--- config.mk ---
export PLATFORM = sky130hd
export DESIGN_NAME = clk_rx_sync
export DESIGN_NICKNAME = d
export VERILOG_FILES = /design/src/rtl/ctrl_pkg.sv /design/src/rtl/clk_rx_sync_sync2.sv /design/src/rtl/clk_rx_sync.sv
export SDC_FILE = /design/constraint.sdc
export NUM_CORES = 1
export LEC_CHECK = 0
export ABC_AREA = 0
export ABC_CLOCK_PERIOD_IN_PS = 2000
export BUFFER_PORTS_ARGS = -buffer_cell sky130_fd_sc_hd__buf_2
export CORE_ASPECT_RATIO = 1.1
export CORE_MARGIN = 2
export CORE_UTILIZATION = 35
export DETAILED_ROUTE_END_ITERATION = 12
export PLACE_DENSITY_LB_ADDON = 0.25
export SLEW_MARGIN = 0
export SYNTH_ARGS = -nofsm -noshare
export SYNTH_HDL_FRONTEND = slang
export SYNTH_SLANG_ARGS = --single-unit
export TNS_END_PERCENT = 50
--- constraint.sdc ---
create_clock -name pclk -period 2 [get_ports pclk]
set_clock_uncertainty 0.05 [all_clocks]
set_input_delay 0 -clock pclk [delete_from_list [all_inputs] [get_ports pclk]]
set_output_delay 0 -clock pclk [all_outputs]
set_load 0.03 [all_outputs]
--- src/rtl/ctrl_pkg.sv ---
// ctrl_pkg: shared I2S control definitions.
//   OP_t          - operating options (mode, stereo, frame_size)
//   sync_state_t  - receive-clock lock states (UNLOCKED, ALIGN, LOCKED)
//   LOCK_CHANS    - good channels needed in ALIGN before LOCKED
//   SCLK_TIMEOUT_CYC - pclk cycles without an sclk edge that count as sclk lost
//   chan_len()    - expected channel length in sclk rises for a frame size
package ctrl_pkg;

   typedef enum logic [1:0] {
      MT = 2'd0,   // master transmit
      MR = 2'd1,   // master receive
      ST = 2'd2,   // slave transmit
      SR = 2'd3    // slave receive
   } op_mode_t;

   typedef enum logic {
      f16bits = 1'b0,
      f32bits = 1'b1
   } frame_size_t;

   typedef struct packed {
      op_mode_t    mode;
      logic        stereo;
      frame_size_t frame_size;
   } OP_t;

   typedef logic [1:0] sync_state_t;
   localparam sync_state_t UNLOCKED = 2'd0;
   localparam sync_state_t ALIGN    = 2'd1;
   localparam sync_state_t LOCKED   = 2'd2;

   localparam int LOCK_CHANS       = 2;
   localparam int SCLK_TIMEOUT_CYC = 64;

   // Channel length does not depend on stereo/mono.
   function automatic logic [5:0] chan_len(input frame_size_t fs);
      return (fs == f32bits) ? 6'd32 : 6'd16;
   endfunction

endpackage

--- src/rtl/clk_rx_sync_sync2.sv ---
// sync2: generic two-flop synchronizer into the pclk domain.
//   pclk  - destination clock
//   rst_  - asynchronous active-low reset, clears both flops
//   d     - asynchronous input
//   q     - synchronized output (second flop)
module sync2 (
   input  logic pclk,
   input  logic rst_,
   input  logic d,
   output logic q
);

   logic meta;

   always_ff @(posedge pclk or negedge rst_) begin
      if (!rst_) begin
         meta <= 1'b0;
         q    <= 1'b0;
      end else begin
         meta <= d;
         q    <= meta;
      end
   end

endmodule

--- src/rtl/clk_rx_sync.sv ---
// clk_rx_sync: brings an external I2S sclk/ws pair into the pclk domain,
// produces per-edge pulses, counts bits per channel and tracks channel-length
// lock (UNLOCKED -> ALIGN -> LOCKED).
// Optional sclk-loss timeout is compiled in with `define CLK_RX_SYNC_TIMEOUT_EN.
// Ports:
//   pclk, rst_    - system clock, asynchronous active-low reset
//   OP            - operating options; active only in slave modes ST/SR
//   sclk_in/ws_in - external serial clock / word select (async to pclk)
//   sclk_rise/sclk_fall - one-pclk pulse per detected sclk edge
//   ws_sync       - ws sampled at the last sclk rise
//   frame_start   - pulse at each ws 1->0 boundary
//   bit_cnt       - sclk rises in the current channel (saturates at 63)
//   locked        - high while in LOCKED
//   frame_err     - pulse on a channel-length mismatch (ALIGN/LOCKED)
//   sclk_lost     - pulse on sclk timeout (0 when timeout compiled out)
//   state_dbg     - current lock state, for observation
module clk_rx_sync
   import ctrl_pkg::*;
(
   input  logic        pclk,
   input  logic        rst_,
   input  OP_t         OP,
   input  logic        sclk_in,
   input  logic        ws_in,
   output logic        sclk_rise,
   output logic        sclk_fall,
   output logic        ws_sync,
   output logic        frame_start,
   output logic [5:0]  bit_cnt,
   output logic        locked,
   output logic        frame_err,
   output logic        sclk_lost,
   output sync_state_t state_dbg
);

   logic        active;
   logic        sclk_s, ws_s;
   logic        sclk_h, ws_h;
   logic        rise_det, fall_det;
   logic        boundary, len_ok;
   logic        timeout_hit;
   logic [5:0]  exp_len;
   logic [1:0]  good_cnt;
   sync_state_t state;

   // stereo does not change the channel length
   logic unused_op;
   assign unused_op = OP.stereo;

   assign active = (OP.mode == ST) || (OP.mode == SR);

   sync2 u_sync_sclk (.pclk(pclk), .rst_(rst_), .d(sclk_in), .q(sclk_s));
   sync2 u_sync_ws   (.pclk(pclk), .rst_(rst_), .d(ws_in),   .q(ws_s));

   // Edge detect between the history flop and the second sync flop; the
   // registered pulse lands 3 pclk after the sclk_in edge. ws_h is used as
   // the ws sample so ws is taken one stage later than the sclk edge.
   assign rise_det = active & sclk_s & ~sclk_h;
   assign fall_det = active & ~sclk_s & sclk_h;
   assign boundary = rise_det && (ws_h != ws_sync);
   assign exp_len  = chan_len(OP.frame_size);
   assign len_ok   = (bit_cnt == exp_len);

`ifdef CLK_RX_SYNC_TIMEOUT_EN
   logic [6:0] tcnt;
   logic       lost_q;

   // Fires once as the counter steps onto SCLK_TIMEOUT_CYC; the counter then
   // holds there until the next sclk edge, so the pulse cannot repeat.
   assign timeout_hit = active && !(rise_det || fall_det) &&
                        (tcnt == 7'(SCLK_TIMEOUT_CYC - 1));

   always_ff @(posedge pclk or negedge rst_) begin
      if (!rst_) begin
         tcnt   <= 7'd0;
         lost_q <= 1'b0;
      end else if (!active) begin
         tcnt   <= 7'd0;
         lost_q <= 1'b0;
      end else begin
         lost_q <= timeout_hit;
         if (rise_det || fall_det)
            tcnt <= 7'd0;
         else if (tcnt != 7'(SCLK_TIMEOUT_CYC))
            tcnt <= tcnt + 7'd1;
      end
   end

   assign sclk_lost = lost_q;
`else
   assign timeout_hit = 1'b0;
   assign sclk_lost   = 1'b0;
`endif

   always_ff @(posedge pclk or negedge rst_) begin
      if (!rst_) begin
         sclk_h      <= 1'b0;
         ws_h        <= 1'b0;
         sclk_rise   <= 1'b0;
         sclk_fall   <= 1'b0;
         ws_sync     <= 1'b0;
         frame_start <= 1'b0;
         frame_err   <= 1'b0;
         bit_cnt     <= 6'd0;
         good_cnt    <= 2'd0;
         state       <= UNLOCKED;
      end else if (!active) begin
         sclk_h      <= 1'b0;
         ws_h        <= 1'b0;
         sclk_rise   <= 1'b0;
         sclk_fall   <= 1'b0;
         ws_sync     <= 1'b0;
         frame_start <= 1'b0;
         frame_err   <= 1'b0;
         bit_cnt     <= 6'd0;
         good_cnt    <= 2'd0;
         state       <= UNLOCKED;
      end else begin
         sclk_h      <= sclk_s;
         ws_h        <= ws_s;
         sclk_rise   <= rise_det;
         sclk_fall   <= fall_det;
         frame_start <= 1'b0;
         frame_err   <= 1'b0;
         if (timeout_hit) begin
            // Timeout wins over any boundary in the same cycle.
            state    <= UNLOCKED;
            bit_cnt  <= 6'd0;
            good_cnt <= 2'd0;
         end else if (rise_det) begin
            ws_sync <= ws_h;
            if (boundary) begin
               bit_cnt     <= 6'd1;
               frame_start <= ~ws_h;
               // Compare uses the count of the channel that just ended.
               case (state)
                  UNLOCKED: begin
                     state    <= ALIGN;
                     good_cnt <= 2'd0;
                  end
                  ALIGN: begin
                     if (len_ok) begin
                        good_cnt <= good_cnt + 2'd1;
                        if (good_cnt == 2'(LOCK_CHANS - 1))
                           state <= LOCKED;
                     end else begin
                        good_cnt  <= 2'd0;
                        frame_err <= 1'b1;
                     end
                  end
                  LOCKED: begin
                     if (!len_ok) begin
                        frame_err <= 1'b1;
                        state     <= ALIGN;
                        good_cnt  <= 2'd0;
                     end
                  end
                  default: begin
                     state    <= UNLOCKED;
                     good_cnt <= 2'd0;
                  end
               endcase
            end else if (bit_cnt != 6'd63) begin
               bit_cnt <= bit_cnt + 6'd1;
            end
         end
      end
   end

   assign locked    = (state == LOCKED);
   assign state_dbg = state;

endmodule

; ---- Word-level counts from Yosys, hierarchy flattened
; Index checks and enable logic that the tools add are counted.
[totals]
register_bits = 21
out_inout_bits = 15
inputBits = 8
word_cells = 76
[classes]
bitwise_logic = 7
reduce_logical = 7
add_sub_neg = 2
muxes = 32
eq_ne = 14
[op_table]
columns = op, n
row1 = 6-bit 2-to-1 mux, 5
row2 = 2-bit 2-to-1 mux, 11
row3 = 1-bit 2-to-1 mux, 14
row4 = "3-bit inequality test, second input constant", 3
row5 = "6-bit by 1-bit adder with 6-bit output, second input constant", 1
row6 = "2-bit equality test, second input constant", 3
row7 = 6-bit equality test, 1
row8 = "6-bit inequality test, second input constant", 1
row9 = 2-bit case mux with 3 select lines, 1
row10 = 5-bit AND reduction, 1
row11 = 1-bit AND, 4
row12 = "2-bit by 1-bit equality test with 1-bit output, second input constant", 2
row13 = "2-bit by 1-bit inequality test with 1-bit output, second input constant", 2
row14 = 2-bit case mux with 2 select lines, 1
row15 = "3-bit by 1-bit inequality test with 1-bit output, second input constant", 1
row16 = 1-bit NOT, 3
row17 = 3-bit AND reduction, 1
row18 = "2-bit by 1-bit adder with 2-bit output, second input constant", 1
row19 = 2-bit zero test, 1
row20 = 2-bit AND reduction, 1
row21 = 2-bit OR reduction, 1
row22 = 1-bit logical AND, 1
row23 = 1-bit logical OR, 1
row24 = 1-bit inequality test, 1

; ---- Depth between registers and ports, before layout
[logic_depth]
ltp_word = 8
depth_mapped = 5
ltp_nobuf = 5

; ---- Modules after synthesis
; A second synthesis with hierarchy kept.
[unflattened]
cells_unflattened = 103
area_unflattened_um2 = 1094.8
[modules_own_cells]
columns = module, cells_each, seq_area_each_um2, instances, area_per_inst_um2
row1 = clk_rx_sync, 99, 425.4, 1, 994.7
row2 = sync2, 2, 50.0, 2, 50.0

; ---- Least setup slack after synthesis
; Ideal clock, no wire load.
[synth_path]
path_type = reg2reg
from = register state[0], in the netlist state_dbg[0]
to = register good_cnt[0]
required_ns = 1.873
setup_time_ns = 0.077
path_slack_ns = 0.200
path_buffers = 0
path_stages_with_launch = 5
t_arrival_ns = 1.672
synth_period_minus_slack_ns = 1.800
path_cell_list = dfrtp_1 -> inv_1 -> ha_1 -> or4_1 -> a21oi_1
[synth_between]
elab_chain_cells = 5
elab_cells_between_ends = 8
classes_between = eq/ne (3) / mux (4) / reduce/logical (1)
[synth_rtl]
columns = element, line_no
row1 = from (decl), clk_rx_sync.sv:44  ; sync_state_t state;
row2 = from (signal assigned), clk_rx_sync.sv:106  ; state <= UNLOCKED;
row3 = from (signal assigned), clk_rx_sync.sv:117  ; state <= UNLOCKED;
row4 = from (signal assigned), clk_rx_sync.sv:127  ; state <= UNLOCKED;
row5 = 2-bit equality test *, n/a
row6 = via locked, clk_rx_sync.sv:30  ; output logic locked,
row7 = 2-bit case mux with 2 select lines, clk_rx_sync.sv:136  ; case (state)
row8 = 2-bit 2-to-1 mux, clk_rx_sync.sv:132  ; if (boundary) begin
row9 = 2-bit 2-to-1 mux, clk_rx_sync.sv:130  ; end else if (rise_det) begin
row10 = 2-bit 2-to-1 mux, clk_rx_sync.sv:107  ; end else if (!active) begin
row11 = to (signal assigned), clk_rx_sync.sv:143  ; good_cnt <= good_cnt + 2'd1;
row12 = to (decl), clk_rx_sync.sv:43  ; logic [1:0] good_cnt;
; Mark *: on every way through the listed nets, which the timed path passes. The rest lies on a longest branch. The select of a mux whose other input is x is not followed.
; A chain may end at the register's enable or synchronous reset.

; ---- Worst setup path in the final report
[layout_path]
from = register bit_cnt[0]
to = register good_cnt[0]
[layout_between]
elab_chain_cells = 6
elab_cells_between_ends = 8
classes_between = eq/ne (2) / mux (5) / reduce/logical (1)
[layout_rtl]
columns = element, line_no
row1 = from (decl), clk_rx_sync.sv:29  ; output logic [5:0] bit_cnt,
row2 = from (signal assigned), clk_rx_sync.sv:164  ; bit_cnt <= bit_cnt + 6'd1;
row3 = 6-bit equality test *, clk_rx_sync.sv:62  ; assign len_ok = (bit_cnt == exp_len);
row4 = 2-bit 2-to-1 mux, clk_rx_sync.sv:142  ; if (len_ok) begin
row5 = 2-bit case mux with 2 select lines, clk_rx_sync.sv:136
row6 = 2-bit 2-to-1 mux, clk_rx_sync.sv:132
row7 = 2-bit 2-to-1 mux, clk_rx_sync.sv:130
row8 = 2-bit 2-to-1 mux, clk_rx_sync.sv:107
; Mark *: on every way between the ends. The rest lies on a longest branch, timed or not. The select of a mux whose other input is x is not followed.

==> results.yml <==
timing:
  rsz0062_at_grt: "no"
  layout_min_cycle_time_ns: 1.71
  slew_viol_final: 0
  fin_ws_ns: 0.294
  tns_ns: 0
  fin_crit_sh_pct: 85.3
  setup_violations: 0
  finalHoldViolCount: 0
  fmax_mhz: 586
global_route:
  grt_pass1_vias: 758
  grtUsageTotal_pct: 12.6
  overflow: 0
  antenna_found_initial: 0
  grt_first_pass_wirelength_mm: 3.50
  grt_max_degree: 22
clock_network:
  post_cts_buffers: 0
  numCtsBuffers: 3
  postCtsHoldBufs: 3
  clockBufferDepth: 2
  cts-resized-gates: 0
  clk_pin_slew_ns: 0.13
  cts_tree: "built"
  clk_latency_ns: 0.31
  clkSinkCount: 21
  ctsHtreeMaxLevel: 1
  root_buffer: "clkbuf_4"
status:
  outcome: "completed"
synthesis:
  yosysWarnings: 0
  syn_area_mm2: 0.00110
  syn_inst: 98
  avgSynthCellArea_um2: 11.2
  synth.distinct_cells: 36
  synthArstFlopShare_pct: 100
  synth_mux_area_share_pct: 5.48
  synth_compound_area_share_pct: 16.9
  ys_ff_latch: 21
  syn_nets: 113
  synth_edf_count: 0
  synth_top_family_by_area: "compound AO/OA/AOI/OAI gates"
  seq_area_frac_synth_pct: 47.9
  synthSimpleGateAreaFrac_pct: 15.3
  synth_xor_area_share_pct: 1.48
  synth_adder_area_share_pct: 7.99
  ys.flop_type: "dfrtp_1"
die:
  ios: 23
  start_util_pct: 36.3
  rows: 21
  die-area_mm2: 0.00360
  die_width_um: 57.4
  die_h_um: 62.7
  core_mm2: 0.00302
power_and_ir_drop:
  ir_drop_uv: 320
  cellPowerDensity_mw_per_mm2: 641
  p_leak_nw: 0.616
drt:
  remaining_drc_errors: 0
  vias_per_cell: 5.18
  first_pass_iters: 4
  wire_per_inst_um: 13.3
  routed-via-count: 813
  finalWirelength_mm: 2.09
  drtIter0Drc: 48
  ant_nets: 0
setup_path:
  rrSetupSlack_ns: 0.29
  start_kind: "register"
  crit_type: "register to register"
  path_max_fanout: 4
  endpoint_kind: "register"
  arrival_ns: 1.89
  required_ns: 2.19
finish:
  nFillCells: 284
  multi_input_area_um2: 520
  syn2layout_area_growth_pct: 17.9
  drive_gt1_share_pct: 24.4
  antenna_cells: 0
  regArea_um2: 526
  final_nets: 139
  utilization_pct: 42.8
job:
  max_cap_viol_count: 0
place:
  place_ws_ns: 0.334
  portBuffers: 19
  place_congestion: 0.724
  dp_hpwl_mm: 1.52
min_path:
  min_path_type: "input port to register"
[flip-flops by register name (all words and copies together), names as in the netlist]
| register | cells |
|---|---|
| sclk_h | 1 |
| ws_sync | 1 |
| u_sync_sclk.q | 1 |
| frame_start | 1 |
| u_sync_ws.q | 1 |
| u_sync_ws.meta | 1 |
| sclk_rise | 1 |
| good_cnt | 2 |
| u_sync_sclk.meta | 1 |
| bit_cnt | 6 |
| ws_h | 1 |
| state_dbg | 2 |
| frame_err | 1 |
| sclk_fall | 1 |
[cell families (layout without fill, tap and decap cells)]
| family | Yosys count | count (layout) |
|---|---|---|
| XOR/XNOR | 1 | 1 |
| multiplexers | 6 | 6 |
| flip-flops | 21 | 21 |
| other | 1 | 1 |
| adder cells (fa/ha/maj) | 7 | 7 |
| AO/OA/AOI/OAI | 19 | 19 |
| buffers and inverters | 12 | 37 |
| AND/OR/NAND/NOR | 31 | 31 |
[path summary, 6_finish.rpt]
kind | start | to | depth (start not counted)
max | bit_cnt[0]$_DFFE_PN0P_ | good_cnt[0]$_DFFE_PN0P_ | 5
min | OP[3] | state_dbg[0]$_DFFE_PN0P_ | 3
max reg2reg | bit_cnt[0]$_DFFE_PN0P_ | good_cnt[0]$_DFFE_PN0P_ | 5
min reg2reg | u_sync_sclk.meta$_DFF_PN0_ | u_sync_sclk.q$_DFF_PN0_ | 0
max in group asynchronous | rst_ | good_cnt[0]$_DFFE_PN0P_ | 2
min in group asynchronous | rst_ | sclk_rise$_DFF_PN0_ | 2
[critical path: stages (launching register included)]
cell and delay, ns:
dfrtp_1 0.44, inv_1 0.16, ha_1 0.22, o211ai_1 0.13, or4_1 0.48, a21oi_1 0.16
[synth_stat cells, types with 2 or more instances]
cell type,n,area share [%]
nor3b_1,2,1.4
a2111o_1,2,2.1
inv_1,9,3.1
mux2i_1,6,5.5
nor2_1,3,1.0
nand3_1,3,1.4
a21oi_1,2,0.91
and2_1,2,1.1
o2111ai_1,3,2.4
nor2b_1,2,1.1
o21ai_0,3,1.4
nand2_1,11,3.8
dfrtp_1,21,48
ha_1,7,8.0
[layout make-up]
class	instances	area share (%)
repair buffers	24	10.8
well taps	34	3.29
inverters	9	2.61
clock buffers	3	1.74
multi-input cells	65	40.3
flip-flops and latches	21	40.7
clock inverters	1	0.581
[stage by stage]
stage / cells / power (W) / cell area (um2) / hold slack, ns
finish: 157 / 0.000828 / 1290 / 0.0114
global route: 157 / 0.000872 / 1290 / 0.0261
CTS: 157 / 0.000839 / 1290 / 0.00420
detailed placement: 150 / 0.000615 / 1230 / -0.0586
global placement: 150 / 0.000611 / 1230 / -0.0673
floorplan: 98 / 0.000566 / 1100 / -0.346
[cell usage in the layout, fill, tap and decap left out, types with 6 or more instances in the layout]
cell type,n
buf_2,19
inv_1,9
dfrtp_1,21
ha_1,7
nand2_1,11
mux2i_1,6
[power breakdown]
group / internal (W) / switching (W)
registers: 0.000443 / 0.0000175
clock network: 0.0000761 / 0.000142
logic: 0.0000481 / 0.000101
total: 0.000568 / 0.000260
[routing by layer]
metal | global-route usage [%] | up-vias | share of wire [%]
li1 | - | 398 | -
met2 | 19.6 | 17 | 47
met1 | 17.3 | 396 | 48
met3 | 2.48 | 2 | 4.4
met5 | 0 | - | 0
met4 | 4.36 | 0 | 0.77
(Power assumes the default switching activity.)
